## src/rtl/axis_rr_arbiter.sv

```systemverilog
// -----------------------------------------------------------------------------
// axis_rr_arbiter
//
// Packet-level round-robin merge of C_NUM_SLAVES AXI4-Stream inputs onto one
// registered AXI4-Stream master. Once an input is granted, it keeps the grant
// until its TLAST beat is accepted, so packets are never interleaved. The
// search for the next input starts one position after the input granted last.
//
// Ports
//   aclk           : clock, rising edge
//   aresetn        : asynchronous active-low reset
//   s_axis_tvalid  : per-input TVALID (bit i = input i)
//   s_axis_tready  : per-input TREADY, only the granted bit can be set
//   s_axis_tlast   : per-input TLAST
//   s_axis_tdata   : input i on bits [i*W +: W]
//   m_axis_tvalid  : merged TVALID (registered)
//   m_axis_tready  : downstream TREADY
//   m_axis_tlast   : merged TLAST (registered)
//   m_axis_tdata   : merged TDATA (registered)
//   grant_id       : index of the input currently or last granted
//   busy           : high while a packet holds the grant
// -----------------------------------------------------------------------------
module axis_rr_arbiter #(
  parameter int C_AXIS_DATA_WIDTH = 128,
  parameter int C_NUM_SLAVES      = 4,
  parameter int C_GRANT_W         = (C_NUM_SLAVES > 1) ? $clog2(C_NUM_SLAVES) : 1
) (
  input  logic                                      aclk,
  input  logic                                      aresetn,
  input  logic [C_NUM_SLAVES-1:0]                   s_axis_tvalid,
  output logic [C_NUM_SLAVES-1:0]                   s_axis_tready,
  input  logic [C_NUM_SLAVES-1:0]                   s_axis_tlast,
  input  logic [C_NUM_SLAVES*C_AXIS_DATA_WIDTH-1:0] s_axis_tdata,
  output logic                                      m_axis_tvalid,
  input  logic                                      m_axis_tready,
  output logic                                      m_axis_tlast,
  output logic [C_AXIS_DATA_WIDTH-1:0]              m_axis_tdata,
  output logic [C_GRANT_W-1:0]                      grant_id,
  output logic                                      busy
);

  localparam int W = C_AXIS_DATA_WIDTH;
  localparam int N = C_NUM_SLAVES;

  typedef enum logic [0:0] {
    ST_IDLE   = 1'b0,
    ST_LOCKED = 1'b1
  } state_t;

  state_t                 state_r;
  logic [C_GRANT_W-1:0]   grant_r;
  logic [C_GRANT_W-1:0]   last_grant_r;
  logic                   busy_r;
  logic                   m_valid_r;
  logic                   m_last_r;
  logic [W-1:0]           m_data_r;

  logic [C_GRANT_W-1:0]   pick_s;
  logic [N-1:0]           tready_s;
  logic                   sel_last_s;
  logic [W-1:0]           sel_data_s;
  logic                   in_hs_s;
  logic                   out_free_s;

  // First requesting input strictly after 'last', wrapping around. The
  // previously granted input is checked last, giving it the lowest priority.
  function automatic logic [C_GRANT_W-1:0] rr_pick(
    input logic [N-1:0]         req,
    input logic [C_GRANT_W-1:0] last
  );
    logic [C_GRANT_W-1:0] pick;
    logic                 found;
    int                   idx;
    pick  = {C_GRANT_W{1'b0}};
    found = 1'b0;
    for (int k = 1; k <= N; k++) begin
      idx = (int'(last) + k >= N) ? (int'(last) + k - N) : (int'(last) + k);
      if (!found && req[idx]) begin
        pick  = C_GRANT_W'(idx);
        found = 1'b1;
      end else begin
        found = found;
      end
    end
    return pick;
  endfunction

  // The output register can take a new beat when it is empty or draining now.
  assign out_free_s = !m_valid_r || m_axis_tready;
  assign pick_s     = rr_pick(s_axis_tvalid, last_grant_r);

  // Ready for the granted input only, and mux of that input's last/data.
  // Ready never looks at s_axis_tvalid, so there is no valid->ready path.
  always_comb begin
    tready_s   = {N{1'b0}};
    sel_last_s = 1'b0;
    sel_data_s = {W{1'b0}};
    for (int i = 0; i < N; i++) begin
      tready_s[i] = (state_r == ST_LOCKED) && (grant_r == C_GRANT_W'(i)) && out_free_s;
      sel_last_s  = sel_last_s | ((grant_r == C_GRANT_W'(i)) & s_axis_tlast[i]);
      sel_data_s  = sel_data_s | ({W{grant_r == C_GRANT_W'(i)}} & s_axis_tdata[i*W +: W]);
    end
  end

  assign in_hs_s = |(s_axis_tvalid & tready_s);

  // Arbitration state machine: grant in IDLE, release on the accepted TLAST.
  always_ff @(posedge aclk or negedge aresetn) begin
    if (!aresetn) begin
      state_r      <= ST_IDLE;
      grant_r      <= {C_GRANT_W{1'b0}};
      last_grant_r <= C_GRANT_W'(N - 1);
      busy_r       <= 1'b0;
    end else begin
      case (state_r)
        ST_IDLE: begin
          if (|s_axis_tvalid) begin
            state_r      <= ST_LOCKED;
            grant_r      <= pick_s;
            last_grant_r <= pick_s;
            busy_r       <= 1'b1;
          end else begin
            state_r <= ST_IDLE;
            busy_r  <= 1'b0;
          end
        end
        ST_LOCKED: begin
          if (in_hs_s && sel_last_s) begin
            state_r <= ST_IDLE;
            busy_r  <= 1'b0;
          end else begin
            state_r <= ST_LOCKED;
            busy_r  <= 1'b1;
          end
        end
        default: begin
          state_r <= ST_IDLE;
          busy_r  <= 1'b0;
        end
      endcase
    end
  end

  // One-entry output register; it holds while stalled and drains after IDLE.
  always_ff @(posedge aclk or negedge aresetn) begin
    if (!aresetn) begin
      m_valid_r <= 1'b0;
      m_last_r  <= 1'b0;
      m_data_r  <= {W{1'b0}};
    end else if (in_hs_s) begin
      m_valid_r <= 1'b1;
      m_last_r  <= sel_last_s;
      m_data_r  <= sel_data_s;
    end else if (m_valid_r && m_axis_tready) begin
      m_valid_r <= 1'b0;
    end else begin
      m_valid_r <= m_valid_r;
    end
  end

  assign s_axis_tready = tready_s;
  assign m_axis_tvalid = m_valid_r;
  assign m_axis_tlast  = m_last_r;
  assign m_axis_tdata  = m_data_r;
  assign grant_id      = grant_r;
  assign busy          = busy_r;

endmodule

```

## config.mk

```make
export PLATFORM = sky130hd
export DESIGN_NAME = axis_rr_arbiter
export DESIGN_NICKNAME = d
export VERILOG_FILES = /design/src/rtl/axis_rr_arbiter.sv
export SDC_FILE = /design/constraint.sdc
export NUM_CORES = 1
export LEC_CHECK = 0
export ABC_CLOCK_PERIOD_IN_PS = 2240
export BUFFER_PORTS_ARGS = -buffer_cell sky130_fd_sc_hd__buf_4
export CORE_AREA = 2 2 259 261
export DETAILED_ROUTE_END_ITERATION = 12
export DIE_AREA = 0 0 261 263
export PLACE_DENSITY = 0.45
export REMOVE_ABC_BUFFERS = 1
export SLEW_MARGIN = 20
export SYNTH_ARGS = -nofsm -noshare
export SYNTH_HDL_FRONTEND = slang
export SYNTH_SLANG_ARGS = --single-unit
```

## constraint.sdc

```tcl
create_clock -name aclk -period 2.24 [get_ports aclk]
set_input_delay 0.448 -clock aclk [delete_from_list [all_inputs] [get_ports aclk]]
set_output_delay 0.448 -clock aclk [all_outputs]
set_load 0.05 [all_outputs]
```

==> out/results.ini, run 1 <==
[timing]
setup_violations=0
rsz0062_at_grt=no
fin_setup_tns_ns=0
slew_limit_fails=0
slew-limit-headroom_pct=61.64
postLayoutSetupSlackWorst_ns=0.1208
fmax_mhz=471.9
timing.final.hold_violations=0
finalClockSkew_ns=0.01039
timing.final.crit_period_ns=2.119
timing_worst_slew_pin_value_ns=0.5754
fin_crit_sh_pct=94.61

[placed_design]
placement.io_buffers=659
gp_congestion=0.7685
post_dp_cell_area_mm2=0.01459
dp_hpwl_um=30050
dpl_worst_slack_ns=0.09231
numPlacedInstances=2012

[yosys]
yosys_warnings=0
syn-mean-instance-area_um2=17.17
synth_area_leaders=dfrtp_1, mux4_2, mux2_1
synth_area_leader_cell=dfrtp_1
yosysSeqAreaShare_pct=40.75
post_synth_num_cell_types=31
synth.top_cell.area_share_pct=40.12
syn_area_mm2=0.008295
syn-instance-count=483
ys_seq_elements=135

[final_layout]
fin_area_mm2=0.01521
final_layout_size_suffix_gt1_share_pct=79.93
finish.net_count=1692
synthToLayoutAreaGrowth_pct=83.33
layout.cells.non_filler=2045
antenna-diode-count=0

[run_status]
status=finished, final reports clean

[die]
die-width_um=261
num_io_pins=660
floorplan.initialDensity_pct=12.64
chipHeight_um=263
row_count=94
core-area_mm2=0.06563
floorplan.die_area_mm2=0.06864

[setup_path]
timing_worst_setup_path_type=reg2out
crit_path_arrival_time_ns=1.67
timing.critical_path.fanout_max=14
worst-endpoint-required_ns=1.79
critical_path.endpoint_type=output port
r2r_start=grant_id[1]
setup.worst_path.start_class=flop
critical_path.startpoint=grant_id[0]

[job]
drv.max_cap_violation_count=0

[drt]
total_wire_length_um=35360
detail-route-antenna-nets=0
route.vias.total=7460
route.detailed.drc=0
vias_per_cell=3.648
wire_length_per_cell_um=17.29
initialDrtViolationCount=211
detailedRoute.firstPassIterationCount=4

[global_routing]
grt_max_degree=69
grt_pass1_vias=8443
grt_util_all_layers_pct=10.07
globalRouteOverflowTotal=0
grt_pass1_wl_um=51180
antenna_found_initial=4

[clock_network]
cts_max_level=4
numClockSinks=135
cts_tree=built
clock_tree.buffer_depth=2
clk-insertion-delay-late_ns=0.46
clock_tree.root_cell=clkbuf_16
path_clk_slew_ns=0.06
cts_made_buffers=17

[power_and_ir_drop]
power.ir.vdd_worst_mv=0.7246
total_leakage_power_nw=6.766
power_per_unit_of_standard_cell_area_mw_per_mm2=1466

[hold_path]
path_category_of_the_worst_min_delay_check=in2reg
min_from=m_axis_tready

per-layer routing:
layer	routed length [µm]	vias up	share of wire, %	track usage (%)
li1	-	3357	-	-
met1	12250	3684	35	10.07
met2	18850	381	53	18.48
met3	3481	32	9.8	4.054
met4	740	6	2.1	3.793
met5	36	-	0.10	0
cell families (layout without fill, tap and decap cells):
kind of cell | Yosys count | count (layout) | share of synthesized area (%)
buffers and inverters | 48 | 746 | 3.575
muxes | 258 | 258 | 52.67
and+or+nand+nor | 27 | 27 | 1.795
DFF | 135 | 135 | 40.75
AOI/OAI and AO/OA | 15 | 15 | 1.207
layout make-up:
type	count	area (µm²)
clock buffers	19	432.9
multi-input cells	300	4632
flip-flops and latches	135	3388
fillers	6998	50420
clock inverters	12	153.9
repair buffers	712	5509
well taps	864	1081
inverters	3	11.26
path summary, 6_finish.rpt:
kind	end	slack (ns)	depth (start not counted)
setup / recovery	s_axis_tready[0]	0.12	4
hold / removal	m_axis_tvalid	0.34	3
setup reg to reg	m_axis_tdata[94]	0.18	5
hold reg to reg	m_axis_tdata[28]	0.49	1
max in group asynchronous	last_grant_r[1]	1.08	3
min in group asynchronous	m_axis_tdata[116]	0.54	2
cells in the final DEF (no fill, tap or decap), types with 4 or more instances in the layout:
cell,instances
mux4_2,130
a21oi_1,5
mux2_2,64
nor2_1,6
nand2b_1,4
buf_12,11
buf_4,698
nand2_1,7
mux2_1,64
clkbuf_16,17
dfrtp_1,131
sequential cells by signal (all words and copies together) (netlist names):
register,flops
grant_id,2
last_grant_r,2
m_axis_tdata,128
m_axis_tlast,1
m_axis_tvalid,1
state_r,1
Yosys cell counts (all sizes together):
cell / instances
o21ai: 2
nand3: 2
or2: 1
dfrtp: 133
or3b: 1
o31ai: 1
nand2: 7
and2: 1
a31oi: 1
a21o: 2
dfstp: 2
o211ai: 1
nor2: 6
o311ai: 1
o221a: 1
and3b: 1
clkbuf: 12
mux2: 128
inv: 3
a2bb2oi: 1
nor3b: 3
a21oi: 5
nand2b: 4
nand3b: 1
mux4: 130
buf: 33
worst max-delay path: stages (launching register included):
cell and delay (ns):
dfrtp_4 0.49, buf_12 0.16, buf_4 0.17, nor3b_2 0.16, buf_4 0.22
report_power, final:
part / total, mW / switching (mW) / internal, mW
clock: 2.87 / 1.13 / 1.74
sequential: 4.56 / 0.765 / 3.79
combinational: 14.9 / 8.37 / 6.50
total: 22.3 / 10.3 / 12.0
what timing repair did:
item,CTS,global route
hold buffers,1,0
setup buffers,1,0
endpoints found under the setup margin,1,3
resized for setup,0,3
hold endpoints to repair,36,0
per-stage QoR:
| step | utilization, % | power [mW] | hold WS (ns) |
|---|---|---|---|
| after floorplan | - | 13.22 | 0.1524 |
| after global placement | 22.23 | 19.62 | 0.4520 |
| after detailed placement | 22.23 | 19.74 | 0.4673 |
| after CTS | 23.15 | 22.80 | 0.2825 |
| after global routing | 23.17 | 23.63 | 0.3095 |
| final | 23.17 | 22.29 | 0.3394 |
No activity file was read; power rests on OpenSTA's default activity.
==> run 2, diff against run 1 <==
--- a/config.mk
+++ b/config.mk
@@ -5,7 +5,7 @@
 export SDC_FILE = /design/constraint.sdc
 export NUM_CORES = 1
 export LEC_CHECK = 0
-export ABC_CLOCK_PERIOD_IN_PS = 2240
+export ABC_CLOCK_PERIOD_IN_PS = 2300
 export BUFFER_PORTS_ARGS = -buffer_cell sky130_fd_sc_hd__buf_4
 export CORE_AREA = 2 2 259 261
 export DETAILED_ROUTE_END_ITERATION = 12
==> constraint.sdc (replaced) <==
create_clock -name aclk -period 2.3 [get_ports aclk]
set_input_delay 0.46 -clock aclk [delete_from_list [all_inputs] [get_ports aclk]]
set_output_delay 0.46 -clock aclk [all_outputs]
set_load 0.05 [all_outputs]
==> out/results.ini, run 2 (synthesis results as in run 1) <==
[run_status]
status=finished, final reports clean

[power_and_ir_drop]
total_leakage_power_nw=6.754
internal_power_mw=11.80
p_switching_mw=10.01
power.clock.fraction_pct=13.4
power.ir.vdd_worst_mv=0.7706
power.switching_fraction_pct=45.89
share_seq_of_total_power_pct=20.4
power_per_unit_of_standard_cell_area_mw_per_mm2=1435
combinationalPowerShare_pct=66.2
power.total_mw=21.80

[final_layout]
antenna-diode-count=0
layout.cells.non_filler=2038
finish.net_count=1685
final_cell_mix=buf_4, dfrtp_1, mux4_2
final_layout_size_suffix_gt1_share_pct=79.64
largest_register_ff_count=128
synthToLayoutAreaGrowth_pct=83.12
final_core_utilization_pct=23.15
most_common_cell_after_layout_fill_and_taps_aside=buf_4

[clock_network]
cts_resized=0
cts_max_level=4
clk-insertion-delay-late_ns=0.45
clock_tree.root_cell=clkbuf_16
path_clk_slew_ns=0.06
cts_tree=built
cts_made_buffers=17
cts.repair_timing.setup_buffer_count=0
numClockSinks=135
clock_tree.buffer_depth=2

[global_routing]
antenna_found_initial=5
grt_pass1_vias=8434
globalRouteOverflowTotal=0
grt_pass1_wl_um=50890
grt_util_all_layers_pct=10.05
grt_max_degree=50

[setup_path]
critical_path.endpoint_type=output port
critical_path.reg2reg.endpoint=m_axis_tdata[116]
timing.reg2reg.worst_path_depth=5
r2r_start=grant_id[1]
worst-endpoint-required_ns=1.84
timing.critical_path.fanout_max=13
timing_worst_setup_path_type=reg2out
crit_path_arrival_time_ns=1.71
setup.worst_path.start_class=flop
worst-r2r-setup-slack_ns=0.28

[drt]
route.vias.total=7468
wire_length_per_cell_um=17.32
route.detailed.drc=0
detail-route-antenna-nets=0
total_wire_length_um=35300
initialDrtViolationCount=175
vias_per_cell=3.664
detailedRoute.firstPassIterationCount=4

[timing]
rsz0062_at_grt=no
hold_ws_ns=0.3676
postLayoutSetupSlackWorst_ns=0.1255
slew_limit_fails=0
fin_crit_sh_pct=94.54
slew-limit-headroom_pct=64.36
timing.final.crit_period_ns=2.174
fmax_mhz=459.9
timing_worst_slew_pin_value_ns=0.5345
timing.final.hold_violations=0
finalClockSkew_ns=0.009732
setup_violations=0

[die]
floorplan.initialDensity_pct=12.64
floorplan.die_area_mm2=0.06864
core-area_mm2=0.06563
num_io_pins=660
row_count=94
chipHeight_um=263
die-width_um=261

[hold_path]
endpoint_with_the_worst_hold_slack=m_axis_tvalid
path_category_of_the_worst_min_delay_check=in2reg
min_delay_path_depth=3
min_from=m_axis_tready

[placed_design]
placement.io_buffers=659
dp_hpwl_um=29750
dpl_worst_slack_ns=0.1282
numPlacedInstances=2006
gp_congestion=0.7785

[job]
drv.max_cap_violation_count=0

## run 2: per-layer routing
| metal | GRT usage (%) | up-vias | part of all wire [%] |
|---|---|---|---|
| met3 | 3.948 | 37 | 9.8 |
| li1 | - | 3348 | - |
| met2 | 18.65 | 376 | 54 |
| met1 | 10.06 | 3699 | 35 |
| met4 | 3.517 | 8 | 1.7 |
| met5 | 0 | - | 0.14 |
## run 2: worst max path at each step
stage	startpoint	slack [ns]	endpoint	cells after the start
CTS	grant_id[0]	0.04	s_axis_tready[0]	4
detailed placement	s_axis_tvalid[1]	0.13	m_axis_tdata[116]	6
global placement	s_axis_tvalid[1]	0.15	m_axis_tdata[103]	6
finish	grant_id[0]	0.13	s_axis_tready[0]	4
floorplan	grant_id[0]	-6.71	m_axis_tdata[100]	3
global route	grant_id[0]	0.03	s_axis_tready[0]	4
## run 2: critical path: stages, from the launching register on
cell and delay [ns]:
dfrtp_4 0.51, buf_12 0.17, buf_4 0.18, nor3b_1 0.18, buf_4 0.23
## run 2: repair_timing
| item | 4_1_cts | 5_1_grt |
|---|---|---|
| endpoints found under the setup margin | 0 | 0 |
| hold buffers | 1 | 0 |
| hold endpoints to repair | 39 | 0 |
## run 2: power by group through the flow
stage / Combinational (mW) / Clock [mW] / Sequential [mW]
after floorplan: 4.01 / 0 / 8.93
after global placement: 14.7 / 0 / 4.47
after detailed placement: 14.7 / 0 / 4.49
after CTS: 14.7 / 3.09 / 4.48
after global routing: 15.3 / 3.18 / 4.63
final: 14.4 / 2.91 / 4.45
## run 2: final cells by class
class                      instances  area [µm²]
timing repair buffer             705        5474
inverter                           3       11.26
fill                            7049       50440
clock inverter                    12       177.7
sequential                       135        3388
tap                              864        1081
multi-input combinational        300        4626
clock buffer                      19       432.9
## run 2: through the flow
step	TNS (ns)	instance area, µm²
global route	0	15190
CTS	0	15190
finish	0	15190
floorplan	-899.26	8010
detailed placement	0	14570
global placement	0	14570
